===== src/rtl/sort_stream_7_if.sv =====
// Stream bundle for sort_stream_7: the unsorted input word stream and the
// ascending output word stream, each with a valid/ready handshake.
interface sort_stream_7_if #(
  parameter int W = 32
);
  logic         in_valid;
  logic         in_ready;
  logic [W-1:0] in_data;
  logic         out_valid;
  logic         out_ready;
  logic [W-1:0] out_data;
  logic         out_last;

  // Environment side: produces input words and consumes sorted words.
  modport master (
    output in_valid, in_data, out_ready,
    input  in_ready, out_valid, out_data, out_last
  );

  // Sorter side: consumes input words and produces sorted words.
  modport slave (
    input  in_valid, in_data, out_ready,
    output in_ready, out_valid, out_data, out_last
  );
endinterface


===== src/rtl/sort_stream_7.sv =====
// sort_stream_7: collects a block of seven unsigned 32-bit words by insertion
// sort (one word per handshake), then streams the block out in ascending
// order and publishes the block median (sorted element 3).
module sort_stream_7 (
  input  logic           clk,
  input  logic           rst_n,
  sort_stream_7_if.slave bus,
  output logic [31:0]    median_o,
  output logic           median_valid_o
);
  localparam int N = 7;
  localparam int W = 32;
  localparam logic [2:0] LAST_IDX = 3'(N - 1);

  typedef enum logic {
    FILL,
    DRAIN
  } state_t;

  state_t       state_q;
  logic [W-1:0] arr_q [N];
  logic [W-1:0] arr_d [N];
  logic [2:0]   cnt_q;
  logic [2:0]   rd_idx_q;
  logic [2:0]   pos;
  logic [N-1:0] le;
  logic [W-1:0] median_q;
  logic         median_valid_q;
  logic         accept;

  // Handshake qualifiers depend only on the registered state.
  assign accept = (state_q == FILL) && bus.in_valid;

  // Flag every filled entry that is <= the incoming word; equal words count,
  // so a new word lands after earlier equal words and ties stay stable.
  always_comb begin
    le = '0;
    for (int i = 0; i < N; i++) begin
      le[i] = (3'(i) < cnt_q) && (arr_q[i] <= bus.in_data);
    end
  end

  // The filled region is sorted, so the flag count is the insertion slot.
  always_comb begin
    pos = '0;
    for (int i = 0; i < N; i++) begin
      pos = pos + {2'b00, le[i]};
    end
  end

  // Build the post-insertion array: below pos keep, at pos the new word,
  // above pos shift up by one (slots past cnt are don't-care).
  always_comb begin
    arr_d = arr_q;
    arr_d[0] = (pos == 3'd0) ? bus.in_data : arr_q[0];
    for (int i = 1; i < N; i++) begin
      if (3'(i) == pos) begin
        arr_d[i] = bus.in_data;
      end else if (3'(i) > pos) begin
        arr_d[i] = arr_q[i-1];
      end
    end
  end

  // Control FSM plus storage, fill count, read index and median registers.
  always_ff @(posedge clk or negedge rst_n) begin
    if (!rst_n) begin
      state_q        <= FILL;
      cnt_q          <= '0;
      rd_idx_q       <= '0;
      median_q       <= '0;
      median_valid_q <= 1'b0;
      for (int i = 0; i < N; i++) begin
        arr_q[i] <= '0;
      end
    end else begin
      median_valid_q <= 1'b0;
      case (state_q)
        FILL: begin
          if (accept) begin
            for (int i = 0; i < N; i++) begin
              arr_q[i] <= arr_d[i];
            end
            cnt_q <= cnt_q + 3'd1;
            if (cnt_q == LAST_IDX) begin
              state_q        <= DRAIN;
              rd_idx_q       <= '0;
              median_q       <= arr_d[3];
              median_valid_q <= 1'b1;
            end
          end
        end
        DRAIN: begin
          if (bus.out_ready) begin
            if (rd_idx_q == LAST_IDX) begin
              state_q  <= FILL;
              cnt_q    <= '0;
              rd_idx_q <= '0;
            end else begin
              rd_idx_q <= rd_idx_q + 3'd1;
            end
          end
        end
        default: state_q <= FILL;
      endcase
    end
  end

  assign bus.in_ready   = (state_q == FILL);
  assign bus.out_valid  = (state_q == DRAIN);
  assign bus.out_data   = (state_q == DRAIN) ? arr_q[rd_idx_q] : '0;
  assign bus.out_last   = (state_q == DRAIN) && (rd_idx_q == LAST_IDX);
  assign median_o       = median_q;
  assign median_valid_o = median_valid_q;

endmodule

===== src/flat_wrapper.sv =====
// flat-port wrapper written by rule: the top's interface ports become plain ports
module sort_stream_7_flat 
  (clk, rst_n, median_o, median_valid_o, bus_in_valid, bus_in_data, bus_out_ready, bus_in_ready, bus_out_valid, bus_out_data, bus_out_last);
  sort_stream_7_if bus_i ();
  input  logic clk;
  input  logic rst_n;
  output logic [31:0] median_o;
  output logic median_valid_o;
  input wire logic [$bits(bus_i.in_valid)-1:0] bus_in_valid;
  input wire logic [$bits(bus_i.in_data)-1:0] bus_in_data;
  input wire logic [$bits(bus_i.out_ready)-1:0] bus_out_ready;
  output wire logic [$bits(bus_i.in_ready)-1:0] bus_in_ready;
  output wire logic [$bits(bus_i.out_valid)-1:0] bus_out_valid;
  output wire logic [$bits(bus_i.out_data)-1:0] bus_out_data;
  output wire logic [$bits(bus_i.out_last)-1:0] bus_out_last;
  assign bus_i.in_valid = bus_in_valid;
  assign bus_i.in_data = bus_in_data;
  assign bus_i.out_ready = bus_out_ready;
  assign bus_in_ready = bus_i.in_ready;
  assign bus_out_valid = bus_i.out_valid;
  assign bus_out_data = bus_i.out_data;
  assign bus_out_last = bus_i.out_last;
  sort_stream_7 u_core (.clk(clk), .rst_n(rst_n), .bus(bus_i), .median_o(median_o), .median_valid_o(median_valid_o));
endmodule

===== config.mk =====
export PLATFORM = sky130hd
export DESIGN_NAME = sort_stream_7_flat
export DESIGN_NICKNAME = d
export VERILOG_FILES = /design/src/rtl/sort_stream_7_if.sv /design/src/rtl/sort_stream_7.sv /design/src/flat_wrapper.sv
export SDC_FILE = /design/constraint.sdc
export NUM_CORES = 1
export LEC_CHECK = 0
export ABC_CLOCK_PERIOD_IN_PS = 6750
export BUFFER_PORTS_ARGS = -buffer_cell sky130_fd_sc_hd__buf_2
export CORE_MARGIN = 2
export CORE_UTILIZATION = 63
export DETAILED_ROUTE_END_ITERATION = 8
export PLACE_DENSITY = 0.82
export SLEW_MARGIN = 20
export SYNTH_ARGS = -nofsm -noshare
export SYNTH_HDL_FRONTEND = slang
export SYNTH_SLANG_ARGS = --single-unit

===== constraint.sdc =====
create_clock -name clk -period 6.75 [get_ports clk]
set_clock_uncertainty 0.15 [all_clocks]
set_input_delay 0.675 -clock clk [delete_from_list [all_inputs] [get_ports clk]]
set_output_delay 0.675 -clock clk [all_outputs]
set_load 0.02 [all_outputs]

### Word level (Yosys, flattened, before mapping)

Index checks and enable logic that the tools add are counted.

| operators by class | value |
|---|---|
| add/sub/neg operators | 8 |
| magnitude comparators | 21 |
| eq/ne operators | 12 |
| muxes and demuxes | 31 |
| bitwise operators | 2 |
| reductions and logical operators | 25 |

Operator list:

| operator | count |
|---|---|
| $mux W32 | 15 |
| $le A32 B32 Y1 | 7 |
| $bmux W32 S3 | 1 |
| $reduce_and A3 Y1 | 9 |
| $mux W3 | 7 |
| $add A3 B1 Y3 | 5 |
| $pmux W3 S2 | 2 |
| $reduce_bool A2 Y1 | 5 |
| $eq A3 B3 Y1 const A | 3 |
| $gt A3 B3 Y1 const A | 3 |
| $logic_and A1 B1 Y1 | 9 |
| $lt A3 B3 Y1 const A | 3 |
| $add A3 B1 Y3 const B | 2 |
| $eq A2 B3 Y1 const A | 2 |
| $eq A3 B3 Y1 const B | 2 |
| $gt A2 B3 Y1 const A | 2 |
| $lt A1 B3 Y1 const A | 2 |
| $lt A2 B3 Y1 const A | 2 |
| $mux W1 | 5 |
| $ge A4 B4 Y1 const B | 1 |
| $ne A2 B1 Y1 const B | 2 |
| $ne A2 B2 Y1 const B | 2 |
| $not A3 Y4 | 1 |
| $eq A1 B3 Y1 const A | 1 |
| 6 further kinds | 6 |

| storage, ports and cells | value |
|---|---|
| flip-flop bits (word level) | 264 |
| output and inout bits | 68 |

### Logic depth before layout (Yosys ltp)

| logic depth | value |
|---|---|
| word-level depth | 11 |
| mapped depth | 25 |
| gate-level depth less buffers | 22 |

### Worst setup path before layout

No wires, ideal clock.

| path | value |
|---|---|
| path kind | input -> register |
| start point | input bus_in_data[30] |
| end point | register u_core.arr_q[151] (netlist bit) |
| arrival time | 5158 ps |
| data required time | 6474 ps |
| setup slack | 1316 ps |
| stages | 23 |
| path buffers | 4 |
| cells stage by stage | inv_1 -> ha_1 -> nand4_1 -> nor4_1 -> nand3_1 -> and2_1 -> a221oi_1 -> ha_1 -> inv_1 -> fa_1 -> fa_1 -> inv_1 -> ha_1 -> inv_1 -> fa_1 -> buf_2 -> nand2b_1 -> buf_2 -> and3_1 -> buf_2 -> buf_4 -> nor2_1 -> a21oi_1 |

| between the ends | value |
|---|---|
| word-level cells in the longest chain between the ends | 11 |
| elaborated cells on any way between the ends | 25 |
| those cells by class | add/sub: 6; order compare: 8; eq/ne: 1; mux: 1; reduce/logical: 9 |

Ends and longest elaborated chain:

| item | RTL line | source |
|---|---|---|
| start, declared | flat_wrapper.sv:10 | `input wire logic [$bits(bus_i.in_data)-1:0] bus_in_data;` |
| $le A32 B32 Y1 | sort_stream_7.sv:39 | `le[i] = (3'(i) < cnt_q) && (arr_q[i] <= bus.in_data);` |
| $logic_and A1 B1 Y1 | sort_stream_7.sv:39 |  |
| $add A1 B1 Y2 | sort_stream_7.sv:47 | `pos = pos + {2'b00, le[i]};` |
| $add A3 B1 Y3 (4 in series) | sort_stream_7.sv:47 |  |
| $add A3 B1 Y3 * | sort_stream_7.sv:47 |  |
| $gt A2 B3 Y1 / $eq A2 B3 Y1 (equally long branches) | sort_stream_7.sv:59, sort_stream_7.sv:57 |  |
| $reduce_bool A2 Y1 (no source line) | n/a |  |
| $reduce_and A3 Y1 (no source line) | n/a |  |
| end signal, assigned by index | sort_stream_7.sv:82 | `arr_q[i] <= arr_d[i];` |
| end, declared | sort_stream_7.sv:21 | `logic [W-1:0] arr_q [N];` |

Every way passes the cells marked *; elsewhere a longest branch is shown, timed or not.
A chain may end at the register's enable or synchronous reset.

### Worst setup path in the final report

| path | value |
|---|---|
| start point | register u_core.arr_q[223] (netlist bit) |
| end point | register u_core.arr_q[142] (netlist bit) |

| between the ends | value |
|---|---|
| word-level cells in the longest chain between the ends | 11 |
| elaborated cells on any way between the ends | 13 |
| those cells by class | add/sub: 6; order compare: 2; eq/ne: 1; mux: 1; reduce/logical: 3 |

Ends and longest elaborated chain:

| item | RTL line |
|---|---|
| $le A32 B32 Y1 * | sort_stream_7.sv:39 |
| $logic_and A1 B1 Y1 * | sort_stream_7.sv:39 |
| $add A1 B1 Y2 * | sort_stream_7.sv:47 |
| $add A3 B1 Y3 * (5 in series) | sort_stream_7.sv:47 |
| $gt A2 B3 Y1 / $eq A2 B3 Y1 (equally long branches) | sort_stream_7.sv:59, sort_stream_7.sv:57 |
| $reduce_bool A2 Y1 (no source line) | n/a |
| $reduce_and A3 Y1 (no source line) | n/a |

Marks and branches as above.

==> impl_metrics.csv <==
group,metric,value,unit
outcome,run_status,"completed",
floorplanning,die_x,175,microns
critical_path,arrival,6160,ps
critical_path,worstReg2RegStart,"u_core.arr_q[223]$_DFFE_PN0P_",
critical_path,crit_path_end,"u_core.arr_q[142]$_DFFE_PN0P_",
yosys,synth_seq_cells,264,
route,drt_iter0_drc,2061,
clock_tree,cts_tree,"done",
yosys,synth_edf_count,0,
route,routed_wl,57.0,mm
timing,post-route-period-util,0.861,
clock_tree,holdBufCountCts,0,
global_route,grt_pass1_wl,89.7,mm
clock_tree,root_buffer,"clkbuf_16",
hold_path,hp-class,"in -> async",
finish,nNetsFinal,2492,
clock_tree,cts-buffers-inserted,31,
global_route,grt_max_degree,129,
clock_tree,clock_sinks,264,
timing,rsz0062_at_grt,"no",
yosys,synth_top_area_cell,"dfrtp_1",
floorplanning,fp.dieH,175,microns
critical_path,timing.rr.end,"u_core.arr_q[142]$_DFFE_PN0P_",
yosys,yosysSeqAreaShare,0.359,
timing,worst_slew_pin_slew,1040,ps
clock_tree,clk_latency,580,ps
yosys,synth_nets,2426,
timing,finalHoldViolCount,0,
yosys,yosysWarnings,0,
global_route,grt_pass1_vias,16341,
floorplanning,core-area,28800,sq um
finish,fillers,2186,
floorplanning,row_count,62,
clock_tree,post_cts_resized,0,
yosys,syn_area,18400,sq um
finish,antenna_cells,0,
clock_tree,cts_setup_buffers,0,
timing,fin_crit,5810,ps
timing,fin_setup_tns,0,ps
route,detail-route-antenna-nets,0,
clock_tree,clk_path_buf_depth,3,
clock_tree,clk_pin_slew_worst_paths,70,ps
yosys,ys_types,53,
critical_path,rr_worst_depth,20,
finish,mostFrequentLayoutCells,"a21oi_1 (310), nand2_1 (282), nor2_1 (264)",
finish,syn2layout_area_growth,12.0,%
timing,slew_violations,0,
critical_path,critical_path_class,"reg -> reg",
route,vias,17279,
run,cap_violations,0,
global_route,antenna_found_initial,1,
floorplanning,die-area,30600,sq um
clock_tree,cts-htree-levels,1,
place,gp_congestion,0.968,
timing,fmax,0.172,GHz
floorplanning,initial_core_util,0.640,
critical_path,critPathLaunchType,"flip-flop",
route,dr.pass1.iters,7,
yosys,synth_top_area_share,0.359,
finish,final_common_cell,"a21oi_1",
critical_path,startpoint,"u_core.arr_q[223]$_DFFE_PN0P_",
global_route,grt_overflow,0,
critical_path,reg2reg_slack,940,ps
timing,setup_viol,0,
yosys,yosys-top-cells-area,"dfrtp_1 (36%), ha_1 (16%), a21oi_1 (8.4%)",
place,place_hpwl,41.4,mm
route,drcViolationCount,0,
critical_path,crit_required,7100,ps
yosys,ys.flop_type,"dfrtp_1",
timing,slew_headroom,0.302,
critical_path,crit_path_end_kind,"flip-flop",
route,via_per_inst,6.56,
critical_path,worst-path-max-fanout,21,
yosys,syn_inst,2158,
place,io_buffers,103,
route,wl_per_cell,21.7,microns
finish,drive_above_1_share,0.119,
yosys,synth-async-reset-ratio,1.00,
yosys,postSynthAreaPerCell,8.54,sq um
floorplanning,design.portCount,104,
global_route,grt_usage,0.372,
==> state kept, by name, indices dropped and copies added (netlist names) <==
signal / count
u_core.arr_q: 224
u_core.median_o: 32
u_core.cnt_q: 3
u_core.rd_idx_q: 3
u_core.bus.out_valid: 1
u_core.median_valid_o: 1
==> cells by family after synthesis <==
kind of cell,after synthesis,share of synthesized area
buffers and inverters,182,0.0414
AND/OR/NAND/NOR,671,0.152
XOR/XNOR,2,0.00177
flip-flops,264,0.359
AO/OA/AOI/OAI,705,0.210
adder cells (fa/ha/maj),232,0.159
multiplexers,102,0.0772
==> how the worst min path moves through the flow <==
stage          depth (start not counted)                       startpoint                               to
4_1_cts                                1                            rst_n  u_core.median_o[25]$_DFFE_PN0P_
6_report                               1                            rst_n  u_core.median_o[25]$_DFFE_PN0P_
2_1_floorplan                          0                            rst_n      u_core.arr_q[0]$_DFFE_PN0P_
3_3_place_gp                           2  u_core.median_o[19]$_DFFE_PN0P_  u_core.median_o[19]$_DFFE_PN0P_
5_1_grt                                1                            rst_n  u_core.median_o[26]$_DFFE_PN0P_
3_5_place_dp                           2  u_core.median_o[16]$_DFFE_PN0P_  u_core.median_o[16]$_DFFE_PN0P_
==> per-stage QoR <==
stage,worst slack [ps],hold slack (ps),std cells,utilization,cell area [sq um]
floorplan,1320,229,2158,-,18400
global placement,601,313,2575,0.679,19500
detailed placement,552,320,2575,0.679,19500
CTS,981,93.7,2632,0.716,20600
global route,636,161,2632,0.717,20600
finish,938,58.1,2632,0.717,20600
==> synth_stat cells, types with 3 or more instances <==
| master | count |
|---|---|
| o22ai_1 | 32 |
| clkbuf_1 | 75 |
| nand3_1 | 26 |
| o211ai_1 | 5 |
| nand4_1 | 40 |
| buf_1 | 12 |
| a2111oi_0 | 5 |
| and2_1 | 4 |
| a21o_1 | 29 |
| mux2i_1 | 69 |
| dfrtp_1 | 264 |
| a221oi_1 | 6 |
| fa_1 | 3 |
| o21ai_1 | 21 |
| and3_1 | 4 |
| a211oi_1 | 36 |
| nor2b_1 | 10 |
| a31oi_1 | 4 |
| and4_1 | 5 |
| nand2b_1 | 3 |
| ha_1 | 229 |
| o21ai_0 | 239 |
| a21oi_1 | 310 |
| buf_4 | 11 |
| o211a_1 | 3 |
| nor4_1 | 12 |
| nor3_1 | 11 |
| nand2_1 | 285 |
| mux4_2 | 32 |
| nor2_1 | 264 |
| buf_2 | 30 |
| inv_1 | 52 |
==> area by class of cell <==
class / instances / area, sq um / area share
Multi-Input combinational cell: 1712 / 11100 / 0.539
Sequential cell: 264 / 6620 / 0.321
Timing Repair Buffer: 161 / 1130 / 0.0547
Clock buffer: 44 / 895 / 0.0434
Tap cell: 384 / 480 / 0.0233
Inverter: 54 / 203 / 0.00983
Clock inverter: 13 / 188 / 0.00910
==> metal layers <==
layer | vias to the layer above | GRT usage | wire (microns)
met2 | 941 | 0.530 | 23800
met3 | 144 | 0.0983 | 6860
met1 | 8290 | 0.552 | 24400
met4 | 0 | 0.124 | 2010
met5 | - | 0 | 0
li1 | 7904 | - | -
==> worst max-delay path, cell delays in order (launching register included) <==
cell and delay [ps]:
dfrtp_1 440, ha_1 320, nand4_1 160, nor4_1 600, nand3_1 180, and2_1 190, a221oi_1 290, ha_1 290
inv_1 70, fa_1 440, fa_1 490, inv_1 70, ha_1 140, inv_1 50, fa_1 500, xor2_2 240
buf_4 200, and3_2 480, buf_12 220, nor2_1 60, a21oi_1 130
Power is not shown: default switching activity piles up to over one toggle a cycle in this logic, so the estimate is an artifact.
